[src/rtl/common_pkg.sv]
// rtl/common_pkg.sv - shared RV32I pipeline types and constants used by the memory stage
package common;

    localparam int REGISTER_WIDTH    = 32;
    localparam int BYTE_WIDTH        = 8;
    localparam int MEM_ADDRESS_WIDTH = 32;
    localparam int BYTE_LANES        = REGISTER_WIDTH / BYTE_WIDTH;

    typedef logic [REGISTER_WIDTH-1:0] RegisterValue;

    localparam logic [6:0] OPCODE_LOAD  = 7'b0000011;
    localparam logic [6:0] OPCODE_STORE = 7'b0100011;
    localparam logic [6:0] OPCODE_OP    = 7'b0110011;

    typedef enum logic [2:0] {
        FUNCT3_SB = 3'b000,
        FUNCT3_SH = 3'b001,
        FUNCT3_SW = 3'b010
    } STypeFunct3;

    typedef enum logic [2:0] {
        FUNCT3_LB  = 3'b000,
        FUNCT3_LH  = 3'b001,
        FUNCT3_LW  = 3'b010,
        FUNCT3_LBU = 3'b100,
        FUNCT3_LHU = 3'b101
    } FUNC3_LOAD;

    typedef enum logic [1:0] {
        IDLE,
        ISSUE,
        WAIT_RSP
    } mem_stage_state_t;

    typedef struct packed {
        logic [6:0]   opcode;
        logic [4:0]   rd;
        logic [2:0]   funct3;
        logic [4:0]   rs1;
        logic [4:0]   rs2;
        RegisterValue imm;
    } decoded_instruction_t;

    typedef struct packed {
        decoded_instruction_t decoded_instruction;
        RegisterValue         alu_result;
        RegisterValue         rs2_value;
        RegisterValue         branch_target;
    } execute_to_memory_t;

    typedef struct packed {
        decoded_instruction_t decoded_instruction;
        RegisterValue         alu_result;
        RegisterValue         branch_target;
    } memory_to_writeback_t;

    function automatic memory_to_writeback_t to_writeback(execute_to_memory_t e, RegisterValue result);
        memory_to_writeback_t w;
        w.decoded_instruction = e.decoded_instruction;
        w.alu_result          = result;
        w.branch_target       = e.branch_target;
        return w;
    endfunction

endpackage

[src/rtl/memory_stage_load_data_align.sv]
// rtl/memory_stage_load_data_align.sv - extracts and extends a load byte/half/word from a memory word
module load_data_align
    import common::*;
(
    input  RegisterValue rdata,
    input  logic [2:0]   funct3,
    input  logic [1:0]   off,
    output RegisterValue result
);

    logic [BYTE_WIDTH-1:0]   sel_byte;
    logic [2*BYTE_WIDTH-1:0] sel_half;

    always_comb begin
        sel_byte = rdata[{off, 3'b000} +: BYTE_WIDTH];
        sel_half = off[1] ? rdata[31:16] : rdata[15:0];
        result   = '0;
        case (funct3)
            FUNCT3_LB:  result = {{24{sel_byte[7]}}, sel_byte};
            FUNCT3_LBU: result = {24'h0, sel_byte};
            FUNCT3_LH:  result = {{16{sel_half[15]}}, sel_half};
            FUNCT3_LHU: result = {16'h0, sel_half};
            FUNCT3_LW:  result = rdata;
            default:    result = '0;
        endcase
    end

endmodule

[src/rtl/memory_stage.sv]
// rtl/memory_stage.sv - RV32I MEM stage: load/store on a req/gnt/rvalid bus, passthrough otherwise
// Optional build macro MISALIGNED_TRAP_EN flags misaligned half/word accesses instead of issuing them.
module memory_stage
    import common::*;
#(
    parameter int ADDR_WIDTH = MEM_ADDRESS_WIDTH,
    parameter int DATA_WIDTH = REGISTER_WIDTH
) (
    input  logic                 clk,
    input  logic                 rst_n,
    input  logic                 in_valid,
    output logic                 in_ready,
    input  execute_to_memory_t   in_data,
    output logic                 out_valid,
    input  logic                 out_ready,
    output memory_to_writeback_t out_data,
    output logic                 out_misaligned,
    output logic                 mem_req,
    output logic                 mem_we,
    output logic [ADDR_WIDTH-1:0] mem_addr,
    output logic [DATA_WIDTH-1:0] mem_wdata,
    output logic [3:0]           mem_be,
    input  logic                 mem_gnt,
    input  logic                 mem_rvalid,
    input  logic [DATA_WIDTH-1:0] mem_rdata
);

    mem_stage_state_t     state, state_n;
    execute_to_memory_t   pending;
    memory_to_writeback_t out_n;
    RegisterValue         load_result;
    logic                 latch, load_out, mis_n, mis_in, is_mem_in, pending_store;
    logic [1:0]           p_off, in_off;
    logic [2:0]           p_f3, in_f3;
    logic [DATA_WIDTH-1:0] lane_wdata;
    logic [3:0]           lane_be;

    assign in_off        = in_data.alu_result[1:0];
    assign in_f3         = in_data.decoded_instruction.funct3;
    assign is_mem_in     = (in_data.decoded_instruction.opcode == OPCODE_LOAD) ||
                           (in_data.decoded_instruction.opcode == OPCODE_STORE);
    assign p_off         = pending.alu_result[1:0];
    assign p_f3          = pending.decoded_instruction.funct3;
    assign pending_store = (pending.decoded_instruction.opcode == OPCODE_STORE);

`ifdef MISALIGNED_TRAP_EN
    assign mis_in = is_mem_in && (((in_f3[1:0] == 2'b01) && in_off[0]) ||
                                  ((in_f3[1:0] == 2'b10) && (in_off != 2'b00)));
`else
    assign mis_in = 1'b0;
`endif

    // Bus outputs derive from the latched instruction, so they stay stable until mem_gnt.
    always_comb begin
        lane_wdata = pending.rs2_value;
        lane_be    = 4'b0000;
        case (p_f3)
            FUNCT3_SB: begin
                lane_wdata = {4{pending.rs2_value[7:0]}};
                lane_be    = 4'b0001 << p_off;
            end
            FUNCT3_SH: begin
                lane_wdata = {2{pending.rs2_value[15:0]}};
                lane_be    = 4'b0011 << {p_off[1], 1'b0};
            end
            FUNCT3_SW: lane_be = 4'b1111;
            default:   lane_be = 4'b0000;
        endcase
    end

    assign mem_req   = (state == ISSUE);
    assign mem_we    = mem_req && pending_store;
    assign mem_be    = mem_req ? lane_be : 4'b0000;
    assign mem_wdata = lane_wdata;
    assign mem_addr  = {pending.alu_result[ADDR_WIDTH-1:2], 2'b00};

    load_data_align u_align (
        .rdata  (mem_rdata),
        .funct3 (p_f3),
        .off    (p_off),
        .result (load_result)
    );

    always_comb begin
        state_n  = state;
        in_ready = 1'b0;
        latch    = 1'b0;
        load_out = 1'b0;
        out_n    = out_data;
        mis_n    = 1'b0;
        case (state)
            IDLE: begin
                in_ready = !out_valid || out_ready;
                if (in_valid && in_ready) begin
                    if (is_mem_in && !mis_in) begin
                        latch   = 1'b1;
                        state_n = ISSUE;
                    end else begin
                        load_out = 1'b1;
                        out_n    = to_writeback(in_data, in_data.alu_result);
                        mis_n    = mis_in;
                    end
                end
            end
            ISSUE: begin
                if (mem_gnt) begin
                    if (pending_store) begin
                        load_out = 1'b1;
                        out_n    = to_writeback(pending, pending.alu_result);
                        state_n  = IDLE;
                    end else begin
                        state_n = WAIT_RSP;
                    end
                end
            end
            WAIT_RSP: begin
                if (mem_rvalid) begin
                    load_out = 1'b1;
                    out_n    = to_writeback(pending, load_result);
                    state_n  = IDLE;
                end
            end
            default: state_n = IDLE;
        endcase
    end

    always_ff @(posedge clk) begin
        if (!rst_n) begin
            state          <= IDLE;
            pending        <= '0;
            out_valid      <= 1'b0;
            out_data       <= '0;
            out_misaligned <= 1'b0;
        end else begin
            state <= state_n;
            if (latch)
                pending <= in_data;
            if (load_out) begin
                out_valid      <= 1'b1;
                out_data       <= out_n;
                out_misaligned <= mis_n;
            end else if (out_ready) begin
                out_valid <= 1'b0;
            end
        end
    end

endmodule

[config.mk]
export PLATFORM = sky130hd
export DESIGN_NAME = memory_stage
export DESIGN_NICKNAME = d
export VERILOG_FILES = /design/src/rtl/common_pkg.sv /design/src/rtl/memory_stage_load_data_align.sv /design/src/rtl/memory_stage.sv
export SDC_FILE = /design/constraint.sdc
export NUM_CORES = 1
export LEC_CHECK = 0
export BUFFER_PORTS_ARGS = -buffer_cell sky130_fd_sc_hd__buf_2
export CORE_AREA = 2 2 198 151
export DETAILED_ROUTE_END_ITERATION = 16
export DIE_AREA = 0 0 200 153
export PLACE_DENSITY = 0.82
export SYNTH_ARGS = -nofsm -noshare
export SYNTH_HDL_FRONTEND = slang
export SYNTH_SLANG_ARGS = --single-unit
export TNS_END_PERCENT = 10
[constraint.sdc]
create_clock -name clk -period 5.4 [get_ports clk]
set_input_delay 0.54 -clock clk [delete_from_list [all_inputs] [get_ports clk]]
set_output_delay 0.54 -clock clk [all_outputs]
set_load 0.05 [all_outputs]
==> impl_metrics.yaml, run 1 <==
status:
  status: "completed"
global_route:
  grt_pass1_wl_um: 63200
  antenna_found_initial: 9
  first_global_vias: 11600
  grt_overflow: 0
  grt_use_total_pct: 25.7
  grt_max_degree: 127
synth:
  synth_area_leaders: "dfxtp_1 (44%), nand2_1 (11%), a21boi_0 (8.7%)"
  syn_area_per_cell_um2: 8.43
  ys_warn_count: 0
  synth_flop_cell: "dfxtp_1"
  synth-seq-cells: 277
  synth_cells: 1510
  synth_edf_count: 0
  syn_area_mm2: 0.0127
  synth_top_area_share_pct: 43.6
  postSynth.asyncResetShare_pct: 0
  yosysUniqueCellTypes: 52
  ys_seq_area_share_pct: 43.6
  synth_commonest_cells: "nand2_1 (360), dfxtp_1 (277), a21boi_0 (147)"
  synth_top_area_cell: "dfxtp_1"
  yosysMostFrequentCell: "nand2_1"
clock_tree:
  htreeDepth: 1
  cts_buffer_depth: 3
  cts_hold_buf: 0
  worstSkewPairLatency_ns: 0.55
  clock-root-buffer: "clkbuf_16"
  cts_sinks: 277
  cts_buffers: 28
  post-cts-setup-buffers: 0
  path_clk_slew_ns: 0.07
  cts_resized: 0
  cts_tree: "built"
floorplan:
  die_x_um: 200
  coreArea_mm2: 0.0287
  rows: 54
  fp.dieH_um: 153
  start_util_pct: 44.3
  ios: 385
  die_area_mm2: 0.0306
worst_setup_path:
  worstRegToRegCells: 7
  cp-start-kind: "flop"
  arrival_ns: 2.81
  r2r_start: "state[1]$_SDFFE_PN0P_"
  critical_path_required_ns: 4.86
  crit_type: "flop to output pin"
  r2r_slack_ns: 2.15
  crit_start: "state[1]$_SDFFE_PN0P_"
  r2r_end: "out_data[81]$_SDFFE_PN0P_"
  endpoint_kind: "output pin"
  cp_max_fo: 32
pwr:
  p_clk_share_pct: 39.5
  cellInternalPower_mw: 3.45
  p_seq_share_pct: 44.8
  p_sw_mw: 1.40
  switching_share_pct: 28.9
  p_leak_nw: 6.14
  power_mw: 4.85
  p_per_area_mw_per_mm2: 315
  vdd_drop_max_mv: 0.222
  combPwrFrac_pct: 15.7
detailed_routing:
  drtIter0Drc: 958
  routedWlPerCell_um: 19.0
  totalWireLength_um: 41300
  dr.pass1.iters: 6
  drc: 0
  viasPerCell: 5.65
  vias: 12300
  final_antenna_net_count: 0
sta:
  fin_ws_ns: 2.05
  max_freq_ghz: 0.299
  fin_tns_setup_ns: 0
  skew_ns: 0.0167
  finalCritPeriodShare_pct: 62.0
  min_period_ns: 3.35
  setup-violations-final: 0
  hold_viol: 0
  rsz0062_at_grt: "no"
  slew_violations: 0
  slew_headroom_pct: 21.9
  max_slew.worst_pin.slew_ns: 1.17
min_path:
  hold_path.class: "input pin to flop"
  hp-start: "in_data[56]"
  hold_end: "pending[56]$_SDFFE_PN0P_"
  min_path_cells: 3
finish:
  drive_above_1_share_pct: 28.3
  syn2layout_area_growth_pct: 20.9
  nets: 1953
place:
  place_ws_ns: 2.17
  portBuffers: 381
  gp_congestion: 0.927
  hpwl_um: 27500
job:
  drv_cap: 0
## power groups by stage
stage	clock [mW]	combinational, mW	sequential [mW]
finish	1.91	0.761	2.17
global route	2.03	0.810	2.18
CTS	1.95	0.761	2.17
floorplan	0	0.253	2.48
detailed placement	0	0.758	2.22
global placement	0	0.747	2.21
## stage by stage
stage / instances / utilization (%) / hold slack, ns / instance area (um2)
floorplan: 1512 / - / 0.441 / 12700
CTS: 2170 / 53.5 / 0.202 / 15400
global route: 2171 / 53.5 / 0.222 / 15400
finish: 2177 / 53.6 / 0.232 / 15400
global placement: 2120 / 50.4 / 0.449 / 14500
detailed placement: 2120 / 50.4 / 0.457 / 14500
## placed cells by master (no fill, tap or decap), drive strengths merged, types with 2 or more instances in the layout
cell,netlist,layout
ha,4,4
o31ai,4,4
o311ai,2,2
a211oi,28,28
and2,4,4
nor2b,4,4
a21oi,34,34
a31oi,3,3
conb,1,3
a31o,24,24
o22ai,2,2
dfxtp,277,277
inv,10,10
o21ai,11,11
a221oi,97,97
diode,0,7
nand4,2,2
nand2,360,360
nor3b,90,90
and3,4,4
buf,62,396
a21boi,147,147
o41ai,4,4
mux2i,14,14
nand2b,7,7
o31a,4,4
mux2,17,17
o2111ai,2,2
clkbuf,118,39
mux4,2,2
nor3,6,6
nor2,114,114
nand3,11,11
o21a,7,7
clkinv,1,10
o221ai,24,24
## worst max-delay path by stage
stage	slack [ns]	to	cells after the start
after floorplan	2.57	mem_be[0]	6
after global placement	2.26	out_data[59]$_SDFFE_PN0P_	8
after detailed placement	2.17	out_data[63]$_SDFFE_PN0P_	8
after CTS	2.06	mem_be[2]	7
after global routing	1.87	out_data[75]$_SDFFE_PN0P_	7
final	2.05	mem_be[2]	7
## registers in the layout, summed over array words and instances, names as in the netlist
register	count
out_data	121
pending	118
mem_addr	30
p_f3	3
p_off	2
state	2
out_valid	1
## critical path, cell delays in order, from the launching register on
cell	delay (ns)
dfxtp_1	0.33
inv_1	0.10
ha_1	0.34
buf_4	0.45
inv_1	0.24
a211o_1	0.37
nor2_1	0.12
buf_2	0.29
## routing by layer
layer  part of all wire (%)  GRT usage [%]  wire length, um  vias up
li1                       -              -                -     5795
met1                     41           33.3            17100     5822
met2                     45           40.6            18500      572
met3                    9.8           7.37             4030      109
met4                    3.8           9.59             1550        8
met5                   0.13              0               55        -
## final cells by class
class | count | area (um2)
sequential | 277 | 5550
fill | 2641 | 13300
timing repair buffer | 396 | 2040
inverter | 11 | 41.3
tap | 392 | 490
clock buffer | 39 | 812
antenna | 7 | 17.5
clock inverter | 11 | 93.8
multi-input combinational | 1044 | 6350
## cell families (layout without fill, tap and decap cells)
kind of cell / after synthesis / in the layout / share of synthesized area, %
adders and majority gates: 4 / 4 / 0.393
and+or+nand+nor: 605 / 605 / 21.3
buffers and inverters: 191 / 457 / 7.09
AOI/OAI and AO/OA: 399 / 399 / 24.6
muxes: 33 / 33 / 2.96
other: 1 / 10 / 0.0295
DFF: 277 / 277 / 43.6
No activity file was read; power rests on OpenSTA's default activity.
==> run 2, diff against run 1 <==
--- a/config.mk
+++ b/config.mk
@@ -9,7 +9,7 @@
 export CORE_AREA = 2 2 198 151
 export DETAILED_ROUTE_END_ITERATION = 16
 export DIE_AREA = 0 0 200 153
-export PLACE_DENSITY = 0.82
+export PLACE_DENSITY = 0.84
 export SYNTH_ARGS = -nofsm -noshare
 export SYNTH_HDL_FRONTEND = slang
 export SYNTH_SLANG_ARGS = --single-unit
==> constraint.sdc (replaced) <==
create_clock -name clk -period 3 [get_ports clk]
set_input_delay 0.3 -clock clk [delete_from_list [all_inputs] [get_ports clk]]
set_output_delay 0.3 -clock clk [all_outputs]
set_load 0.05 [all_outputs]
==> impl_metrics.yaml, run 2 (synthesis results as in run 1) <==
worst_setup_path:
  endpoint_kind: "output pin"
  cp_max_fo: 33
  worstRegToRegCells: 7
  cp-start-kind: "flop"
  arrival_ns: 2.55
  crit_type: "flop to output pin"
  r2r_slack_ns: 0.37
  r2r_start: "state[0]$_SDFFE_PN0P_"
  critical_path_required_ns: 2.70
  r2r_end: "out_data[103]$_SDFFE_PN0P_"
detailed_routing:
  vias: 13200
  drc: 0
  dr.pass1.iters: 9
  final_antenna_net_count: 0
  viasPerCell: 5.77
  drtIter0Drc: 1125
  routedWlPerCell_um: 19.2
  totalWireLength_um: 44000
place:
  place_area_mm2: 0.0147
  dpl.cell_count: 2129
  hpwl_um: 28100
  gp_congestion: 0.934
  portBuffers: 381
sta:
  hold_viol: 0
  finalCritPeriodShare_pct: 94.9
  max_slew.worst_pin.slew_ns: 0.879
  whs_ns: 0.0160
  skew_ns: 0.0146
  min_period_ns: 2.85
  fin_tns_setup_ns: 0
  slew_headroom_pct: 41.1
  slew_violations: 0
  setup-violations-final: 0
  max_freq_ghz: 0.351
  rsz0062_at_grt: "no"
floorplan:
  die_area_mm2: 0.0306
  ios: 385
  rows: 54
  fp.dieH_um: 153
  die_x_um: 200
  coreArea_mm2: 0.0287
  start_util_pct: 44.3
clock_tree:
  htreeDepth: 1
  cts_buffer_depth: 3
  clock-root-buffer: "clkbuf_16"
  post-cts-setup-buffers: 0
  cts_tree: "built"
  cts_buffers: 27
  path_clk_slew_ns: 0.06
  cts_sinks: 277
  worstSkewPairLatency_ns: 0.56
pwr:
  p_per_area_mw_per_mm2: 548
  vdd_drop_max_mv: 0.364
  p_leak_nw: 6.71
global_route:
  grt_use_total_pct: 27.6
  grt_pass1_wl_um: 67900
  antenna_found_initial: 5
  grt_overflow: 0
  grt_max_degree: 116
  first_global_vias: 12900
finish:
  final_cell_mix: "buf_2 (380), nand2_1 (360), dfxtp_1 (277)"
  largest_reg_flops: 121
  ff_latch_area_mm2: 0.00555
  fin_cells: 2287
  drive_above_1_share_pct: 27.1
  multiInputGateArea_mm2: 0.00635
  final_area_mm2: 0.0167
  fillers: 2354
  nets: 2066
  final_common_cell: "buf_2"
  regMostFlops: "out_data"
  syn2layout_area_growth_pct: 31.3
min_path:
  min_path_cells: 3
  hp-start: "in_data[111]"
  hold_end: "pending[111]$_SDFFE_PN0P_"
  hold_path.class: "input pin to flop"
job:
  drv_cap: 0
status:
  status: "completed"
-- run 2: critical path: stages (launching register included) --
cell and delay (ns):
dfxtp_1 0.33, inv_1 0.10, ha_1 0.29, buf_6 0.32
inv_1 0.18, a211o_1 0.37, nor2_1 0.13, buf_2 0.27
-- run 2: worst max path at each step --
stage	start	to	slack, ns	cells past startpoint
after detailed placement	state[0]$_SDFFE_PN0P_	out_data[8]$_SDFFE_PN0P_	0.43	7
after global routing	state[1]$_SDFFE_PN0P_	mem_be[0]	0.02	7
final	state[1]$_SDFFE_PN0P_	mem_be[3]	0.15	7
after CTS	state[1]$_SDFFE_PN0P_	mem_be[1]	0.03	7
after floorplan	state[1]$_SDFFE_PN0P_	out_data[114]$_SDFFE_PN0P_	0.41	9
after global placement	state[0]$_SDFFE_PN0P_	out_data[11]$_SDFFE_PN0P_	0.55	7
-- run 2: routing by layer --
| metal | vias to the layer above | GRT usage [%] | share of wire (%) |
|---|---|---|---|
| li1 | 6011 | - | - |
| met1 | 6275 | 33.0 | 38 |
| met2 | 730 | 46.0 | 47 |
| met3 | 174 | 6.84 | 9.8 |
| met4 | 4 | 13.4 | 5.2 |
| met5 | - | 0 | 0.061 |
-- run 2: what timing repair did --
item | 4_1_cts | 5_1_grt
hold endpoints to repair | 105 | 0
endpoints found under the setup margin | 0 | 4
hold buffers | 105 | 0
resized for setup | 0 | 1
-- run 2: stage by stage --
stage / util [%] / setup slack, ns / total power, mW
CTS: 58.1 / 0.0267 / 9.20
global placement: 51.0 / 0.550 / 5.34
global route: 58.2 / 0.0249 / 9.46
floorplan: - / 0.407 / 4.92
detailed placement: 51.0 / 0.425 / 5.37
finish: 58.2 / 0.153 / 9.15
-- run 2: report_power, final --
part           total, mW  internal, mW  switching [mW]
logic               1.51         0.504            1.00
registers           3.91          3.83          0.0865
clock network       3.73          2.25            1.48
total               9.15          6.58            2.57
-- run 2: area by class of cell --
class	count	area share, %
well taps	392	2.94
multi-input cells	1044	38.0
repair buffers	510	19.7
diodes	4	0.0599
inverters	11	0.247
clock inverters	8	0.929
flip-flops and latches	277	33.2
clock buffers	41	4.96
